==> src/rtl/opc5ls_uart.sv <==
// Memory-mapped 8N1 UART for the OPC5LS CPU bus.
// Register window of four words at BASE: 0 DATA, 1 STATUS, 2 DIVISOR, 3 reserved.
// Bus reads are combinational. Writes and read side effects take place on the rising clk edge.
// The transmit path has a 4-entry FIFO feeding a shifter. The receive path has a 2-flop
// synchroniser and a single-byte holding register.
// Ports:
//   clk      system clock
//   reset_b  asynchronous active-low reset
//   address  CPU address; din write data; rnw 1 = read, 0 = write
//   dout     read data, 0 when not selected; hit  window decode
//   txd      serial output, idles high; rxd  asynchronous serial input
module opc5ls_uart #(
  parameter logic [15:0] BASE      = 16'hFF00,
  parameter logic [15:0] DIV_RESET = 16'd433
) (
  input  logic        clk,
  input  logic        reset_b,
  input  logic [15:0] address,
  input  logic [15:0] din,
  input  logic        rnw,
  output logic [15:0] dout,
  output logic        hit,
  output logic        txd,
  input  logic        rxd
);

  typedef enum logic [1:0] {TxIdle, TxStart, TxData, TxStop} tx_state_e;
  typedef enum logic [2:0] {RxIdle, RxStart, RxData, RxStop, RxWait} rx_state_e;

  // Bus decode
  logic wr_data, wr_status, wr_div, rd_data;

  assign hit       = (address[15:2] == BASE[15:2]);
  assign wr_data   = hit && !rnw && (address[1:0] == 2'd0);
  assign wr_status = hit && !rnw && (address[1:0] == 2'd1);
  assign wr_div    = hit && !rnw && (address[1:0] == 2'd2);
  assign rd_data   = hit &&  rnw && (address[1:0] == 2'd0);

  // Baud divisor. Small values are kept as written but run as 3.
  logic [15:0] divisor_q, div_eff, half_m1;
  logic [16:0] div_p1;

  assign div_eff = (divisor_q < 16'd3) ? 16'd3 : divisor_q;
  assign div_p1  = {1'b0, div_eff} + 17'd1;
  // (div_eff+1)/2 - 1 without an unused carry bit
  assign half_m1 = (div_eff >> 1) - {15'b0, ~div_eff[0]};

  always_ff @(posedge clk or negedge reset_b) begin
    if (!reset_b)    divisor_q <= DIV_RESET;
    else if (wr_div) divisor_q <= din;
  end

  // TX FIFO
  logic [7:0] fifo_mem [4];
  logic [1:0] wr_ptr, rd_ptr;
  logic [2:0] count;
  logic       tx_full, tx_empty, tx_push, tx_pop, tx_idle;
  tx_state_e  tx_state;
  logic [16:0] tx_cnt;
  logic [7:0]  tx_shift;
  logic [2:0]  tx_bit;

  assign tx_full  = (count == 3'd4);
  assign tx_empty = (count == 3'd0);
  // A full FIFO drops the byte even when a pop frees a slot on the same edge
  assign tx_push  = wr_data && !tx_full;
  assign tx_pop   = !tx_empty &&
                    ((tx_state == TxIdle) || ((tx_state == TxStop) && (tx_cnt == 17'd0)));
  assign tx_idle  = tx_empty && (tx_state == TxIdle);

  always_ff @(posedge clk) begin
    if (tx_push) fifo_mem[wr_ptr] <= din[7:0];
  end

  always_ff @(posedge clk or negedge reset_b) begin
    if (!reset_b) begin
      wr_ptr <= 2'd0;
      rd_ptr <= 2'd0;
      count  <= 3'd0;
    end else begin
      if (tx_push) wr_ptr <= wr_ptr + 2'd1;
      if (tx_pop)  rd_ptr <= rd_ptr + 2'd1;
      case ({tx_push, tx_pop})
        2'b10:   count <= count + 3'd1;
        2'b01:   count <= count - 3'd1;
        default: count <= count;
      endcase
    end
  end

  // TX FSM. The pop from idle loads one extra count because txd only falls on the
  // following edge. Every later bit is reloaded from the current divisor at its boundary.
  always_ff @(posedge clk or negedge reset_b) begin
    if (!reset_b) begin
      tx_state <= TxIdle;
      tx_cnt   <= 17'd0;
      tx_shift <= 8'd0;
      tx_bit   <= 3'd0;
      txd      <= 1'b1;
    end else begin
      case (tx_state)
        TxIdle: begin
          txd <= 1'b1;
          if (!tx_empty) begin
            tx_shift <= fifo_mem[rd_ptr];
            tx_cnt   <= div_p1;
            tx_state <= TxStart;
          end
        end
        TxStart: begin
          txd <= 1'b0;
          if (tx_cnt == 17'd0) begin
            txd      <= tx_shift[0];
            tx_shift <= tx_shift >> 1;
            tx_bit   <= 3'd0;
            tx_cnt   <= {1'b0, div_eff};
            tx_state <= TxData;
          end else begin
            tx_cnt <= tx_cnt - 17'd1;
          end
        end
        TxData: begin
          if (tx_cnt == 17'd0) begin
            tx_cnt <= {1'b0, div_eff};
            if (tx_bit == 3'd7) begin
              txd      <= 1'b1;
              tx_state <= TxStop;
            end else begin
              txd      <= tx_shift[0];
              tx_shift <= tx_shift >> 1;
              tx_bit   <= tx_bit + 3'd1;
            end
          end else begin
            tx_cnt <= tx_cnt - 17'd1;
          end
        end
        TxStop: begin
          if (tx_cnt == 17'd0) begin
            if (!tx_empty) begin
              // Back-to-back frame: the start bit begins on this boundary
              tx_shift <= fifo_mem[rd_ptr];
              txd      <= 1'b0;
              tx_cnt   <= {1'b0, div_eff};
              tx_state <= TxStart;
            end else begin
              tx_state <= TxIdle;
            end
          end else begin
            tx_cnt <= tx_cnt - 17'd1;
          end
        end
        default: tx_state <= TxIdle;
      endcase
    end
  end

  // RX synchroniser
  logic [1:0] sync_q;
  logic       rxs;

  assign rxs = sync_q[1];

  always_ff @(posedge clk or negedge reset_b) begin
    if (!reset_b) sync_q <= 2'b11;
    else          sync_q <= {sync_q[0], rxd};
  end

  // RX FSM and holding register
  rx_state_e   rx_state;
  logic [15:0] rx_cnt;
  logic [7:0]  rx_shift, rx_byte;
  logic [2:0]  rx_bit;
  logic        rx_valid, overrun, ferr;

  always_ff @(posedge clk or negedge reset_b) begin
    if (!reset_b) begin
      rx_state <= RxIdle;
      rx_cnt   <= 16'd0;
      rx_shift <= 8'd0;
      rx_bit   <= 3'd0;
      rx_byte  <= 8'd0;
      rx_valid <= 1'b0;
      overrun  <= 1'b0;
      ferr     <= 1'b0;
    end else begin
      // Bus clears first so that same-edge receive events override them
      if (rd_data)                overrun <= overrun;
      if (rd_data)                rx_valid <= 1'b0;
      if (wr_status && din[3])    overrun  <= 1'b0;
      if (wr_status && din[4])    ferr     <= 1'b0;
      case (rx_state)
        RxIdle: begin
          if (!rxs) begin
            rx_cnt   <= half_m1;
            rx_state <= RxStart;
          end
        end
        RxStart: begin
          if (rx_cnt == 16'd0) begin
            if (!rxs) begin
              rx_cnt   <= div_eff;
              rx_bit   <= 3'd0;
              rx_state <= RxData;
            end else begin
              rx_state <= RxIdle;
            end
          end else begin
            rx_cnt <= rx_cnt - 16'd1;
          end
        end
        RxData: begin
          if (rx_cnt == 16'd0) begin
            rx_shift <= {rxs, rx_shift[7:1]};
            rx_cnt   <= div_eff;
            if (rx_bit == 3'd7) rx_state <= RxStop;
            else                rx_bit   <= rx_bit + 3'd1;
          end else begin
            rx_cnt <= rx_cnt - 16'd1;
          end
        end
        RxStop: begin
          if (rx_cnt == 16'd0) begin
            if (rxs) begin
              rx_byte  <= rx_shift;
              rx_valid <= 1'b1;
              // A byte consumed on this same edge is not an overrun
              if (rx_valid && !rd_data) overrun <= 1'b1;
              rx_state <= RxIdle;
            end else begin
              ferr     <= 1'b1;
              rx_state <= RxWait;
            end
          end else begin
            rx_cnt <= rx_cnt - 16'd1;
          end
        end
        RxWait: begin
          if (rxs) rx_state <= RxIdle;
        end
        default: rx_state <= RxIdle;
      endcase
    end
  end

  // Read mux
  always_comb begin
    dout = 16'd0;
    if (hit) begin
      case (address[1:0])
        2'd0:    dout = {8'd0, rx_byte};
        2'd1:    dout = {11'd0, ferr, overrun, rx_valid, tx_idle, tx_full};
        2'd2:    dout = divisor_q;
        default: dout = 16'd0;
      endcase
    end
  end

endmodule
==> config.mk <==
export PLATFORM = sky130hd
export DESIGN_NAME = opc5ls_uart
export DESIGN_NICKNAME = d
export VERILOG_FILES = /design/src/rtl/opc5ls_uart.sv
export SDC_FILE = /design/constraint.sdc
export NUM_CORES = 1
export LEC_CHECK = 0
export CORE_UTILIZATION = 46
export CTS_CLUSTER_SIZE = 14
export DETAILED_ROUTE_END_ITERATION = 6
export GPL_ROUTABILITY_DRIVEN = 0
export MAX_ROUTING_LAYER = met4
export PLACE_DENSITY_LB_ADDON = 0.15
export SYNTH_ARGS = -nofsm -noshare
export SYNTH_HDL_FRONTEND = slang
export SYNTH_SLANG_ARGS = --single-unit
==> constraint.sdc <==
create_clock -name clk -period 8.7 [get_ports clk]
set_input_delay 1.74 -clock clk [delete_from_list [all_inputs] [get_ports clk]]
set_output_delay 1.74 -clock clk [all_outputs]
set_load 0.1 [all_outputs]
==> flow_summary.json, run 1 <==
{
  "io_pins": 54,
  "die-area_sq_um": 17400,
  "worstMarginPinSlew_ps": 1220,
  "start_util_pct": 46.9,
  "cts.path.max_buffers": 2,
  "crit_type": "in -> out",
  "coreArea_sq_um": 16500,
  "drv_cap": 0,
  "firstDrtPassIters": 7,
  "reg2regPathDepth": 10,
  "hold_viol": 0,
  "ir_drop_v": 0.000188,
  "setup.worst_path.start_class": "input pin",
  "grt_pass1_wl_um": 33800,
  "status": "complete, no violations",
  "syn_nets": 806,
  "antenna_found_initial": 0,
  "min_path_cells": 0,
  "die_h_um": 132,
  "slowest_stage": "clkdlybuf4s50_1",
  "finalNetCount": 836,
  "numCtsBuffers": 17,
  "holdCritPathClass": "reg -> reg",
  "fin_skew_ps": 8.66,
  "drtAntennaViolNets": 0,
  "ys_seq_elements": 129,
  "grt_overflow_total": 0,
  "grt_max_degree": 74,
  "power.leakage_nw": 3.54,
  "critPathRequiredTime_ps": 6960,
  "cts_hold_buf": 0,
  "wl_per_cell_um": 20.5,
  "syn-cell-area_sq_um": 7740,
  "vias": 6411,
  "hpwl_um": 14100,
  "relSlewSlack_pct": 18.7,
  "drtIter0Drc": 575,
  "grt_usage_pct": 25.5,
  "synthToLayoutAreaGrowth_pct": 15.7,
  "worstSetupStartpoint": "address[1]",
  "cts.clk_slew.worst_paths_ps": 60,
  "grt_setup_unrepaired": "no",
  "routed_wl_um": 20700,
  "drcViolationCount": 0,
  "die_w_um": 132,
  "setup_tns_ps": 0,
  "cp.depth": 5,
  "cts_setup_buffers": 0,
  "crit_chain": "clkdlybuf4s50_1, nor2b_1, a21oi_1, nor2_1, clkdlybuf4s50_1",
  "fin_crit_sh_pct": 76.6,
  "vias_per_cell": 6.35,
  "critical_path_arrival_ps": 4930,
  "power_density_nw_per_um2": 294,
  "io_buffers": 53,
  "syn_avg_cell_area_sq_um": 10.4,
  "cpLargestDelayFamily": "buffers and inverters",
  "fin_area_sq_um": 8960,
  "cp_common_cell": "clkdlybuf4s50_1",
  "fmax_mhz": 150,
  "reg2reg_slack_ps": 4690,
  "whs_ps": 359,
  "tritoncts": "done",
  "slew_violations": 0,
  "insertion_delay_ps": 430,
  "syn_inst": 747,
  "grt_pass1_vias": 6273,
  "clock-sinks": 129,
  "worstSetupEndpointType": "output port",
  "min_period_ps": 6670,
  "ys_seq_area_share_pct": 43.9,
  "cpPeakStageDelay_ps": 1140,
  "rows": 47,
  "num-fill-cells": 1414,
  "synth-main-ff-cell": "dfrtp_1",
  "drive_gt1_share_pct": 15.7,
  "synth_cell_types": 81,
  "r2r_start": "divisor_q[10]",
  "cts_resized": 0,
  "antenna_cells": 0,
  "postLayoutCoreUtil_pct": 54.2,
  "critPathBufInv": 2,
  "ys_async_sr_fraction_pct": 75.2,
  "place_area_sq_um": 8390,
  "htree_levels": 4,
  "cp_max_fo": 13,
  "synth-edff-count": 32,
  "clock-root-buffer": "clkbuf_16",
  "yosys_warnings": 0,
  "hp-start": "sync_q[0]",
  "final-setup-viol-count": 0
}
-- cells in the mapped netlist, types with 7 or more instances --
cell      number  area (sq um)
o21ai_0       35           175
nand2_1       32           120
nor3b_1        7          52.6
clkbuf_1      41           154
mux2i_1       12           120
o211ai_1       8          60.1
inv_1         32           120
a31oi_1        7          43.8
nand2b_1       8          50.1
nand3_1       26           130
mux4_2         8           180
nor4_1        19           119
edfxtp_1      32           961
dfrtp_1       89          2230
ha_1          22           275
xnor2_1       12           105
mux2_4        10           150
nor2_1        49           184
nand4_1       13          81.3
nor3_1        21           105
a21oi_1       30           150
mux2_2        42           473
dfstp_2        8           210
or4_1         12          90.1
a22o_1        12           105
and2_1        10          62.6
and3_1        16           100
-- flip-flops by register name (all words and copies together), names as in the netlist, 2 cells and up --
register and cells:
rx_cnt 16, fifo_mem 32, rx_byte 8, rx_state 3, wr_ptr 2, tx_state 2
divisor_q 16, tx_cnt 17, tx_shift 8, rx_shift 8, rx_bit 3, count 3
rd_ptr 2, sync_q 2, tx_bit 3
-- report_power, final --
group / switching, mW / leakage (nW) / total [mW] / internal, mW
Clock: 0.294 / 0.274 / 0.700 / 0.406
Sequential: 0.164 / 1.52 / 0.909 / 0.745
Combinational: 0.582 / 1.75 / 1.03 / 0.444
Total: 1.04 / 3.54 / 2.63 / 1.60
-- stage by stage --
step	power, mW	setup slack [ps]	std cells
after floorplan	1.65	2090	747
after global placement	1.89	2020	978
after detailed placement	1.92	1970	978
after CTS	2.63	1950	1010
after global routing	2.79	1810	1010
final	2.63	2030	1010
-- cell usage in the layout (no fill, tap or decap), drive strengths merged, types with 16 or more instances in the layout --
| cell | n |
|---|---|
| dfrtp | 89 |
| nor4 | 22 |
| inv | 39 |
| ha | 22 |
| mux2 | 52 |
| nor2 | 50 |
| a21oi | 31 |
| and3 | 16 |
| clkbuf | 19 |
| nand2 | 32 |
| nor3 | 22 |
| clkdlybuf4s50 | 52 |
| nand3 | 26 |
| edfxtp | 32 |
| o21ai | 37 |
-- path summary, 6_finish.rpt --
check                         endpoint
min in group asynchronous  tx_shift[4]
max                            dout[4]
max reg2reg                 tx_cnt[12]
min                          sync_q[1]
max in group asynchronous    rx_bit[1]
min reg2reg                  sync_q[1]
-- logic make-up after synthesis --
group	count (synthesis)	share of synthesized area, %
compound gates	178	16.2
xor+xnor	18	2.04
fa+ha+maj	23	3.81
buf+inv	82	4.43
flops	129	43.9
mux	72	11.9
simple gates	245	17.7
-- routing by layer --
metal	vias up	wire (um)	GRT usage, %
li1	2899	-	-
met5	-	0	-
met3	55	1270	5.04
met1	3176	9180	32.9
met4	0	504	9.82
met2	281	9740	39.7
-- area by class of cell --
cell class                      count  area (sq um)  share of cell area, %
Multi-Input combinational cell    536          4000                   44.7
Clock inverter                     13           128                   1.42
Inverter                           33           129                   1.44
Sequential cell                   129          3400                   37.9
Clock buffer                       19           443                   4.95
Timing Repair Buffer               60           581                   6.48
Tap cell                          220           275                   3.07
(Power assumes the default switching activity.)
==> run 2: changes to the inputs <==
- clock period: 8.7 -> 6.9 ns (I/O delays scaled with it)
==> run 2 against run 1 <==
  * Critical path depth did not move
  * Core utilization barely moved
  * Via count fell by 1.8%
  * Register-to-register slack got worse by 1700 ps
==> flow_summary.json, run 2 (synthesized netlist as in run 1, its figures left out) <==
{
  "grt_pass1_vias": 6022,
  "io_buffers": 53,
  "die-area_sq_um": 17400,
  "cts.clk_slew.worst_paths_ps": 60,
  "status": "complete, no violations",
  "start_util_pct": 46.9,
  "drtIter0Drc": 587,
  "r2r-end": "tx_cnt[12]",
  "drtAntennaViolNets": 0,
  "placed_cells": 980,
  "largest_reg_flops": 32,
  "hpwl_um": 14000,
  "io_pins": 54,
  "clock-root-buffer": "clkbuf_16",
  "setup.worst_path.start_class": "input pin",
  "hp-start": "sync_q[0]",
  "cp_max_fo": 11,
  "stdcell_count": 1012,
  "coreArea_sq_um": 16500,
  "worstMarginPinSlew_ps": 1130,
  "vias": 6298,
  "reg2regPathDepth": 10,
  "slew_violations": 0,
  "power_density_nw_per_um2": 374,
  "relSlewSlack_pct": 24.3,
  "min_period_ps": 5570,
  "grt_setup_unrepaired": "no",
  "firstDrtPassIters": 6,
  "r2r_start": "divisor_q[10]",
  "finalNetCount": 838,
  "routed_wl_um": 20200,
  "grt_max_degree": 77,
  "critPathRequiredTime_ps": 5520,
  "tritoncts": "done",
  "cts_setup_buffers": 0,
  "die_h_um": 132,
  "regMostFlops": "fifo_mem",
  "critical_path_arrival_ps": 4190,
  "wl_per_cell_um": 20.0,
  "power.leakage_nw": 3.59,
  "fin_skew_ps": 7.99,
  "hold_viol": 0,
  "htree_levels": 4,
  "vias_per_cell": 6.22,
  "min_path_cells": 0,
  "final-setup-viol-count": 0,
  "drive_gt1_share_pct": 17.8,
  "clock-sinks": 129,
  "layout_commonest_cell": "dfrtp_1",
  "setup_tns_ps": 0,
  "fmax_mhz": 179,
  "worstSetupStartpoint": "address[3]",
  "numCtsBuffers": 17,
  "top_regs": "fifo_mem: 32 flops, tx_cnt: 17 flops",
  "num-fill-cells": 1457,
  "worstSetupEndpointType": "output port",
  "die_w_um": 132,
  "mostFrequentLayoutCells": "89 x dfrtp_1, 49 x nor2_1, 42 x mux2_2",
  "ir_drop_v": 0.000212,
  "antenna_found_initial": 0,
  "rows": 47,
  "synthToLayoutAreaGrowth_pct": 15.6,
  "cts_hold_buf": 0,
  "power_mw": 3.35,
  "grt_usage_pct": 25.2,
  "grt_pass1_wl_um": 33100,
  "grt_overflow_total": 0,
  "reg2reg_slack_ps": 3000,
  "drv_cap": 0,
  "cts.path.max_buffers": 2,
  "insertion_delay_ps": 430,
  "hold_path_end": "sync_q[1]",
  "cts_resized": 0,
  "crit_type": "in -> out",
  "fin_crit_sh_pct": 80.7,
  "drcViolationCount": 0,
  "antenna_cells": 0,
  "holdCritPathClass": "reg -> reg"
}
[run 2: cell count changes in the layout (fill, tap and decap cells not counted), sizes merged]
cell | before | now
bufinv | 1 | 3
buf | 8 | 26
inv | 39 | 36
clkbuf | 19 | 20
clkdlybuf4s50 | 52 | 36
[run 2: layer usage]
layer	track usage, %	wire, um	vias up
met2	38.9	9640	246
met1	33.5	8960	3112
met5	-	0	-
met3	4.46	1230	34
li1	-	-	2906
met4	8.91	390	0
[run 2: worst max path at each step]
stage                          end  slack, ps  depth (start not counted)
final                          hit       1330                          5
after global routing           hit       1280                          5
after CTS                      hit       1320                          5
after detailed placement       hit       1320                          5
after global placement         hit       1350                          5
after floorplan           dout[10]       1010                          6
[run 2: report_power, final]
group	internal, mW	total [mW]	switching (mW)
Clock	0.570	0.919	0.349
Combinational	0.560	1.29	0.733
Sequential	0.939	1.14	0.200
[run 2: final cells by class]
cell class              count  area, sq um  share of cell area [%]
inverters                  33          129                    1.44
flip-flops and latches    129         3400                    37.9
clock buffers              20          437                    4.88
repair buffers             62          556                    6.20
well taps                 220          275                    3.07
multi-input cells         536         4000                    44.7
clock inverters            12          158                    1.76
[run 2: worst max-delay path: stages]
cell and delay, ps:
clkdlybuf4s50_1 410, or4_1 510, or4_4 600, inv_6 140
clkdlybuf4s50_1 1140
[run 2: stage by stage]
stage               hold WS (ps)  setup slack (ps)  instance area (sq um)  util (%)
finish                       361              1330                   8950      54.2
global route                 369              1280                   8950      54.2
CTS                          359              1320                   8950      54.2
detailed placement           351              1320                   8360      50.6
global placement             347              1350                   8360      50.6
floorplan                    345              1010                   7740         -
==> run 3: changes to the inputs <==
- clock period: 6.9 -> 5.6 ns (I/O delays scaled with it)
==> run 3 against run 2 <==
  * Power increased by 24%
  * Sequential cell count unchanged
  * Design area increased by 0.18%
  * First-iteration DRC count decreased by 0.85%
  * Sequential share of layout area decreased by 0.069 points
==> flow_summary.json, run 3 (synthesized netlist as in run 1, its figures left out) <==
{
  "die-area_sq_um": 17400,
  "cp.depth": 7,
  "hp-start": "sync_q[0]",
  "power_mw": 4.14,
  "grt_overflow_total": 0,
  "status": "complete, no violations",
  "numCtsBuffers": 17,
  "grt_usage_pct": 24.9,
  "holdCritPathClass": "reg -> reg",
  "grt_max_degree": 50,
  "use_met2_pct": 37.8,
  "slowest_stage": "or4_4",
  "whs_ps": 357,
  "largest_reg_flops": 32,
  "worstMarginPinSlew_ps": 1050,
  "vias_per_cell": 6.17,
  "p_switching_mw": 1.58,
  "antenna_found_initial": 0,
  "firstDrtPassIters": 5,
  "hold_path_end": "sync_q[1]",
  "htree_levels": 4,
  "relSlewSlack_pct": 29.5,
  "clock-sinks": 129,
  "met1_usage_pct": 33.0,
  "internal_power_mw": 2.56,
  "io_pins": 54,
  "fin_skew_ps": 9.25,
  "combPwrFrac_pct": 38.3,
  "slew_violations": 0,
  "grt_pass1_vias": 6125,
  "min_period_ps": 4470,
  "clock_power_share_pct": 27.8,
  "min_path_cells": 0,
  "r2r-end": "tx_cnt[14]",
  "die_w_um": 132,
  "grt_pass1_wl_um": 32800,
  "antenna_cells": 0,
  "fin_area_sq_um": 8970,
  "place_area_sq_um": 8370,
  "drv_cap": 0,
  "ir_drop_v": 0.000281,
  "cts_resized": 0,
  "grt_setup_unrepaired": "no",
  "drtIter0Drc": 582,
  "finalNetCount": 839,
  "drtAntennaViolNets": 0,
  "crit_chain": "clkdlybuf4s50_1, or4_1, or4_4, inv_6, nand2b_4, nor2_1, buf_4",
  "coreArea_sq_um": 16500,
  "final-setup-viol-count": 0,
  "routed_wl_um": 20400,
  "regMostFlops": "fifo_mem",
  "cpPeakStageDelay_ps": 610,
  "start_util_pct": 46.9,
  "power_density_nw_per_um2": 461,
  "wl_per_cell_um": 20.1,
  "clock-root-buffer": "clkbuf_16",
  "cts.clk_slew.worst_paths_ps": 60,
  "power.share.switching_pct": 38.1,
  "hpwl_um": 13900,
  "tritoncts": "done",
  "mostFrequentLayoutCells": "89 x dfrtp_1, 49 x nor2_1, 42 x mux2_2",
  "cts_setup_buffers": 0,
  "cts_hold_buf": 0,
  "hold_viol": 0,
  "setup.worst_path.start_class": "input pin",
  "fmax_mhz": 223,
  "io_buffers": 53,
  "postLayoutCoreUtil_pct": 54.3,
  "worstSetupEndpointType": "output port",
  "critPathRequiredTime_ps": 4480,
  "crit_type": "in -> out",
  "vias": 6249,
  "power.leakage_nw": 3.60,
  "reg2regPathDepth": 10,
  "cpLargestDelayFamily": "simple AND/OR/NAND/NOR gates",
  "synthToLayoutAreaGrowth_pct": 15.9,
  "rows": 47,
  "insertion_delay_ps": 430,
  "layout_commonest_cell": "dfrtp_1",
  "met3_usage_pct": 4.65,
  "busiest_layer": "met2",
  "setup_tns_ps": 0,
  "seqPwrFrac_pct": 33.9,
  "worstSetupStartpoint": "address[3]",
  "top_regs": "fifo_mem: 32 flops, tx_cnt: 17 flops",
  "critPathBufInv": 3,
  "drcViolationCount": 0,
  "critical_path_arrival_ps": 3350,
  "reg2reg_slack_ps": 1860,
  "cp_max_fo": 11,
  "cts.path.max_buffers": 2,
  "drive_gt1_share_pct": 18.3,
  "die_h_um": 132,
  "fin_crit_sh_pct": 79.9,
  "r2r_start": "divisor_q[9]"
}
run 3: worst max-delay path by stage:
stage                to  slack, ps
6_report        dout[6]       1130
5_1_grt         dout[6]       1070
4_1_cts         dout[6]       1130
3_5_place_dp    dout[6]       1130
3_3_place_gp    dout[7]       1180
2_1_floorplan  dout[10]        230
run 3: final cells by class:
cell class / instances / area [sq um]
clock inverter: 12 / 159
clock buffer: 20 / 447
inverter: 33 / 129
multi-input combinational: 536 / 4000
fill: 1441 / 7550
timing repair buffer: 63 / 561
tap: 220 / 275
sequential: 129 / 3400
run 3: through the flow:
| step | worst slack [ps] | std cells |
|---|---|---|
| 2_1_floorplan | 232 | 747 |
| 3_3_place_gp | 1180 | 981 |
| 3_5_place_dp | 1130 | 981 |
| 4_1_cts | 1130 | 1013 |
| 5_1_grt | 1070 | 1013 |
| 6_report | 1130 | 1013 |
run 3: worst reg2reg max path: stages, from the launching register on:
cell	delay [ps]
dfrtp_1	550
or4_1	690
nor3_1	440
a21oi_1	240
inv_1	100
ha_1	200
nand3_1	150
nor3_1	710
and4_1	300
nor3_1	50
o22a_1	190
run 3: metal layers:
layer,share of wire (%),up-vias
li1,-,2919
met1,45,3059
met2,47,240
met3,6.1,31
met4,2.2,0
met5,0,-
run 3: power groups by stage:
stage	clock network (mW)	logic (mW)	registers [mW]
finish	1.15	1.58	1.40
global route	1.21	1.73	1.43
CTS	1.17	1.57	1.40
detailed placement	0	1.57	1.41
global placement	0	1.53	1.41
floorplan	0	1.23	1.33
